===== config.mk =====
export PLATFORM = sky130hd
export DESIGN_NAME = univ_shift_reg
export DESIGN_NICKNAME = d
export VERILOG_FILES = /design/src/rtl/ushift_pkg.sv /design/src/rtl/ushift_step.sv /design/src/rtl/univ_shift_reg.sv
export SDC_FILE = /design/constraint.sdc
export NUM_CORES = 1
export LEC_CHECK = 0
export ABC_AREA = 1
export CORE_MARGIN = 3
export CORE_UTILIZATION = 35
export DETAILED_ROUTE_END_ITERATION = 10
export PLACE_DENSITY = 0.61
export REMOVE_ABC_BUFFERS = 1
export SETUP_SLACK_MARGIN = 0.05
export SLEW_MARGIN = 10
export SYNTH_ARGS = -nofsm -noshare
export SYNTH_HDL_FRONTEND = slang
export SYNTH_HIERARCHICAL = 1
export SYNTH_SLANG_ARGS = --single-unit

===== constraint.sdc =====
create_clock -name clk -period 2.5 [get_ports clk]
set_clock_uncertainty 0.15 [all_clocks]
set_input_delay 0.5 -clock clk [delete_from_list [all_inputs] [get_ports clk]]
set_output_delay 0.5 -clock clk [all_outputs]
set_load 0.1 [all_outputs]

===== src/rtl/ushift_pkg.sv =====
// ---------------------------------------------------------------------------
// ushift_pkg
//   Shared definitions for the universal shift register:
//   - mode_e   : operation encoding. Values 0-3 keep the legacy 4-bit register
//                encoding (hold, load, shift right, rotate left).
//   - state_e  : sequencing FSM states.
//   - is_shift : true for modes that move bits (SHR/ROL/SHL/ROR/ASR).
// ---------------------------------------------------------------------------
package ushift_pkg;

    typedef enum logic [2:0] {
        M_HOLD  = 3'b000,
        M_LOAD  = 3'b001,
        M_SHR   = 3'b010,
        M_ROL   = 3'b011,
        M_SHL   = 3'b100,
        M_ROR   = 3'b101,
        M_ASR   = 3'b110,
        M_CLEAR = 3'b111
    } mode_e;

    typedef enum logic {
        S_IDLE = 1'b0,
        S_RUN  = 1'b1
    } state_e;

    function automatic logic is_shift(input logic [2:0] m);
        return (m == M_SHR) || (m == M_ROL) || (m == M_SHL) ||
               (m == M_ROR) || (m == M_ASR);
    endfunction

endpackage


===== src/rtl/ushift_step.sv =====
// ---------------------------------------------------------------------------
// ushift_step
//   Combinational one-position shift/rotate of q for the given mode.
//   Non-shift modes pass q through unchanged.
// Ports:
//   q      in   WIDTH  current register value
//   mode   in   3      operation (ushift_pkg::mode_e encoding)
//   si     in   1      serial fill bit for SHR (enters MSB) / SHL (enters LSB)
//   q_next out  WIDTH  value after one position
// ---------------------------------------------------------------------------
module ushift_step
    import ushift_pkg::*;
#(
    parameter int WIDTH = 8
) (
    input  logic [WIDTH-1:0] q,
    input  logic [2:0]       mode,
    input  logic             si,
    output logic [WIDTH-1:0] q_next
);

    always_comb begin
        q_next = q;
        case (mode)
            M_SHR:   q_next = {si, q[WIDTH-1:1]};
            M_ROL:   q_next = {q[WIDTH-2:0], q[WIDTH-1]};
            M_SHL:   q_next = {q[WIDTH-2:0], si};
            M_ROR:   q_next = {q[0], q[WIDTH-1:1]};
            M_ASR:   q_next = {q[WIDTH-1], q[WIDTH-1:1]};
            default: q_next = q;
        endcase
    end

endmodule


===== src/rtl/univ_shift_reg.sv =====
// ---------------------------------------------------------------------------
// univ_shift_reg
//   WIDTH-bit universal shift register with 8 modes and multi-position
//   shifts of amt positions under a start/busy/done handshake.
//   Build option USHIFT_BARREL_EN: every command completes in the accept
//   cycle through a barrel shifter; busy stays 0. Undefined (default): shifts
//   advance one position per clock through ushift_step.
// Ports:
//   clk    in   1      system clock, rising edge
//   reset  in   1      asynchronous active-high reset
//   start  in   1      command strobe, accepted only while busy==0
//   mode   in   3      operation, sampled at accept
//   amt    in   AW     shift distance 0..WIDTH-1, sampled at accept
//   si     in   1      serial fill bit (live each step in serial build)
//   D      in   WIDTH  parallel load data, sampled at accept
//   Q      out  WIDTH  register contents
//   so_r   out  1      Q[0]
//   so_l   out  1      Q[WIDTH-1]
//   busy   out  1      multi-cycle shift in progress
//   done   out  1      one-cycle completion pulse
//
// state  | meaning
// S_IDLE | waiting for start; single-cycle commands complete here
// S_RUN  | serial shift, one position per clock, cnt positions remaining
// ---------------------------------------------------------------------------
module univ_shift_reg
    import ushift_pkg::*;
#(
    parameter int WIDTH = 8,
    parameter int AW    = $clog2(WIDTH)
) (
    input  logic             clk,
    input  logic             reset,
    input  logic             start,
    input  logic [2:0]       mode,
    input  logic [AW-1:0]    amt,
    input  logic             si,
    input  logic [WIDTH-1:0] D,
    output logic [WIDTH-1:0] Q,
    output logic             so_r,
    output logic             so_l,
    output logic             busy,
    output logic             done
);

    state_e state;

    assign so_r = Q[0];
    assign so_l = Q[WIDTH-1];

`ifdef USHIFT_BARREL_EN

    logic [WIDTH-1:0] ones;
    logic [WIDTH-1:0] fill_r;
    logic [WIDTH-1:0] fill_l;
    logic [WIDTH-1:0] barrel_q;

    assign ones = '1;

    // Fill masks cover the amt vacated positions; all take the si seen at accept.
    always_comb begin
        fill_r   = si ? ~(ones >> amt) : '0;
        fill_l   = si ? ~(ones << amt) : '0;
        barrel_q = Q;
        case (mode)
            M_LOAD:  barrel_q = D;
            M_CLEAR: barrel_q = '0;
            M_SHR:   barrel_q = (Q >> amt) | fill_r;
            M_SHL:   barrel_q = (Q << amt) | fill_l;
            // amt==0 makes the wrap term shift by WIDTH, which yields zero.
            M_ROL:   barrel_q = (Q << amt) | (Q >> (WIDTH - int'(amt)));
            M_ROR:   barrel_q = (Q >> amt) | (Q << (WIDTH - int'(amt)));
            M_ASR:   barrel_q = $signed(Q) >>> amt;
            default: barrel_q = Q;
        endcase
    end

    always_ff @(posedge clk or posedge reset) begin
        if (reset) begin
            Q     <= '0;
            busy  <= 1'b0;
            done  <= 1'b0;
            state <= S_IDLE;
        end else begin
            busy  <= 1'b0;
            state <= S_IDLE;
            done  <= 1'b0;
            if (start) begin
                Q    <= barrel_q;
                done <= 1'b1;
            end
        end
    end

`else

    logic [AW-1:0]    cnt;
    logic [2:0]       mode_r;
    logic [WIDTH-1:0] step_q;
    logic [WIDTH-1:0] single_q;

    ushift_step #(
        .WIDTH (WIDTH)
    ) u_step (
        .q      (Q),
        .mode   (mode_r),
        .si     (si),
        .q_next (step_q)
    );

    // Result of a command that completes at accept (non-shift, or amt==0).
    always_comb begin
        case (mode)
            M_LOAD:  single_q = D;
            M_CLEAR: single_q = '0;
            default: single_q = Q;
        endcase
    end

    always_ff @(posedge clk or posedge reset) begin
        if (reset) begin
            Q      <= '0;
            busy   <= 1'b0;
            done   <= 1'b0;
            state  <= S_IDLE;
            cnt    <= '0;
            mode_r <= M_HOLD;
        end else begin
            case (state)
                S_IDLE: begin
                    done <= 1'b0;
                    if (start) begin
                        if (is_shift(mode) && (amt != '0)) begin
                            mode_r <= mode;
                            cnt    <= amt;
                            busy   <= 1'b1;
                            state  <= S_RUN;
                        end else begin
                            Q    <= single_q;
                            done <= 1'b1;
                        end
                    end
                end
                S_RUN: begin
                    // start is ignored here: no command queueing while busy.
                    Q    <= step_q;
                    cnt  <= cnt - 1'b1;
                    done <= 1'b0;
                    if (cnt == AW'(1)) begin
                        busy  <= 1'b0;
                        done  <= 1'b1;
                        state <= S_IDLE;
                    end
                end
                default: state <= S_IDLE;
            endcase
        end
    end

`endif

endmodule


==> metrics.md <==
| Metric | Value |
|---|---|
| Total CTS buffers | `3` |
| Status | `finished clean` |
| Pin count of the biggest net entering global routing | `27` |
| CTS Hold Bufs | `0` |
| CTS Buffer Depth | `2` |
| Hold WS | `0.3775 ns` |
| Max-slew violations | `0` |
| Tot GR Track Use | `15.52%` |
| Clock Latency Late Sink | `0.29 ns` |
| Initial Util | `between 30% and 40%` |
| Post-route ant nets | `0` |
| Largest family of logic cells by synthesized area | `simple AND/OR/NAND/NOR gates` |
| Post-synthesis simple-gate area fraction | `49.16%` |
| Grt ovf | `0` |
| Number of setup buffers added after CTS | `0` |
| CTS Sinks | `17` |
| Share of the synthesized area in the top cell type | `a little over a third` |
| Reg clk slew, reported paths | `approximately 0.10 ns` |
| Layout cells sized above 1 | `14.57%` |
| Drc violations | `0` |
| Crit share post-route | `around 70%` |
| Syn Inst Count | `171` |
| WL final | `2941 um` |
| Max_cap viols | `0` |
| Cell taking the most area after synthesis | `dfrtp_1` |
| Initial antenna violation count | `0` |
| Final setup viols | `0` |
| Post-Synth Adder-Cell Area | `between 2 and 2.5%` |
| Post-synthesis cell type count | `24` |
| F_max | `between 0.5 and 0.6 GHz` |
| Top delay family on crit path | `flip-flops` |
| Total core area | `0.003153 mm^2` |
| Critical Path AT | `1.10 ns` |
| IO Pins | `30` |
| Async S/R FF share, synth | `100.0%` |
| Mapped Avg Cell Area | `6.995 um^2` |
| Final Wtd Congestion | `0.7938` |
| Critical path required time | `1.85 ns` |
| Post-DP HPWL | `2185 um` |
| First-pass GRT wire length | `between 5000 and 6000 um` |
| DR WL/cell | `12.10 um` |
| CTS tree | `yes` |
| Netlist Area Pre-Place | `0.001196 mm^2` |
| Hold Violations, Final | `0` |
| Port Buf Inserts | `29` |
| H-Tree Depth | `1` |
| Post-CTS sizing | `0` |
| Setup TNS | `0 ns` |
| Synth Area in Compound Gates | `roughly 4.8%` |
| Crit-path slowest cell | `dfrtp_1` |
| Post-synth EDFFs | `0` |
| Routed vias | `about 1200` |
| Final #Nets | `220` |
| Crit Path Category | `flip-flop to output port` |
| Worst Tran Pin Value | `about 0.73 ns` |
| Slew margin rel. | `51.36%` |
| Pre-antenna DRT Iters | `4` |
| Antenna diode count | `0` |
| Crit path launch type | `flip-flop` |
| Die width | `~64 um` |
| Worst Path Buf+Inv | `1` |
| Most frequent cell after synthesis | `nand2_1` |
| CTS Root Cell | `clkbuf_4` |
| Max incr delay on CP | `0.47 ns` |
| Crit. End Element | `output port` |
| Commonest cells in the synthesized netlist | `nand2_1 (72), nand3_1 (29), dfrtp_1 (17), inv_1 (13), o21ai_0 (5)` |
| Top cells by area, synth | `dfrtp_1 (36%), nand2_1 (23%), nand3_1 (12%), inv_1 (4.1%), nand2_4 (2.8%)` |
| Die Y | `64.46 um` |
| Syn. warnings | `6` |
| Mux contribution to synthesized area | `0%` |
| Xor/xnor share of the synthesized area | `0.7322%` |
| Final core utilization | `47.78%` |
| Main flop type after synthesis | `dfrtp_1` |
| Die ar. | `0.004155 mm^2` |
| DR vias/cell | `4.926` |
| FF+latch count, synth | `17` |
| Synthesis-to-layout area growth | `25.94%` |
| Min-Delay Path Class | `flip-flop to flip-flop` |
| Cell Chain, Critical Path | `buf_4` |
| Number of global-route vias before repair | `1199` |
| Crit-path max FO | `6` |
| # rows | `20` |
| Initial DRC count | `84` |
| RSZ-0062 raised after global routing | `no` |
| Min Tclk post-route | `1.750 ns` |
| Seq/Total Area, Yosys | `35.56%` |
[path summary, 6_finish.rpt]
path / from / to / slack (ns) / cells after the start
max in group asynchronous: reset / Q[0] / 1.27 / 2
min in group asynchronous: reset / Q[2] / 0.47 / 2
worst min register to register: cnt[1] / cnt[1] / 0.38 / 2
worst min-delay path: cnt[1] / cnt[1] / 0.38 / 2
worst max register to register: state / busy / 0.76 / 3
worst max-delay path: Q[0] / so_r / 0.75 / 1
[worst reg2reg max path, cell delays in order, from the launching register on]
cell and delay (ns):
dfrtp_1 0.62, inv_2 0.30, nor3b_1 0.43, o21ai_0 0.13
[cell type report]
type	count	area (um^2)
flip-flops and latches	17	425.4
multi-input cells	133	679.4
repair buffers	29	260.3
clock buffers	4	26.28
well taps	44	55.05
fillers	340	1647
inverters	16	60.06
[through the flow]
stage | cells | worst slack [ns] | cell area [um^2]
after CTS | 243 | 0.7348 | 1506
after global routing | 243 | 0.5755 | 1506
final | 243 | 0.7504 | 1506
after detailed placement | 239 | 0.5718 | 1480
after global placement | 239 | 0.5892 | 1480
after floorplan | 166 | 0.08808 | 1165
[sequential cells by signal, indices dropped and copies added, names as in the netlist]
signal	flops
done	1
state	1
Q	8
mode_r	3
cnt	3
busy	1
[cell usage in the layout (no fill, tap or decap), drive strengths merged]
| cell | netlist | routed |
|---|---|---|
| ha | 2 | 2 |
| o21ai | 8 | 8 |
| inv | 16 | 16 |
| xor2 | 1 | 1 |
| a21o | 1 | 1 |
| clkbuf | 0 | 4 |
| nand2 | 78 | 78 |
| nand3 | 31 | 31 |
| clkdlybuf4s50 | 0 | 17 |
| dfrtp | 17 | 17 |
| nor2 | 4 | 4 |
| nor3b | 1 | 1 |
| a21oi | 2 | 2 |
| nand4 | 5 | 5 |
| buf | 5 | 12 |
[cells by family (layout without fill, tap and decap cells)]
| kind of cell | count (synthesis) | after routing |
|---|---|---|
| compound gates | 11 | 11 |
| fa+ha+maj | 2 | 2 |
| xor+xnor | 1 | 1 |
| flops | 17 | 17 |
| simple gates | 119 | 119 |
| buf+inv | 21 | 49 |
[layer usage]
metal  global-route usage [%]  wire length, um
met1                    18.57             1304
met2                    27.06             1466
met3                    3.120              150
met4                    6.332               19
met5                        0                0
Power is left out: the tool's default activity adds up to more than one toggle a clock period on the data nets, which glitch-free logic cannot reach.
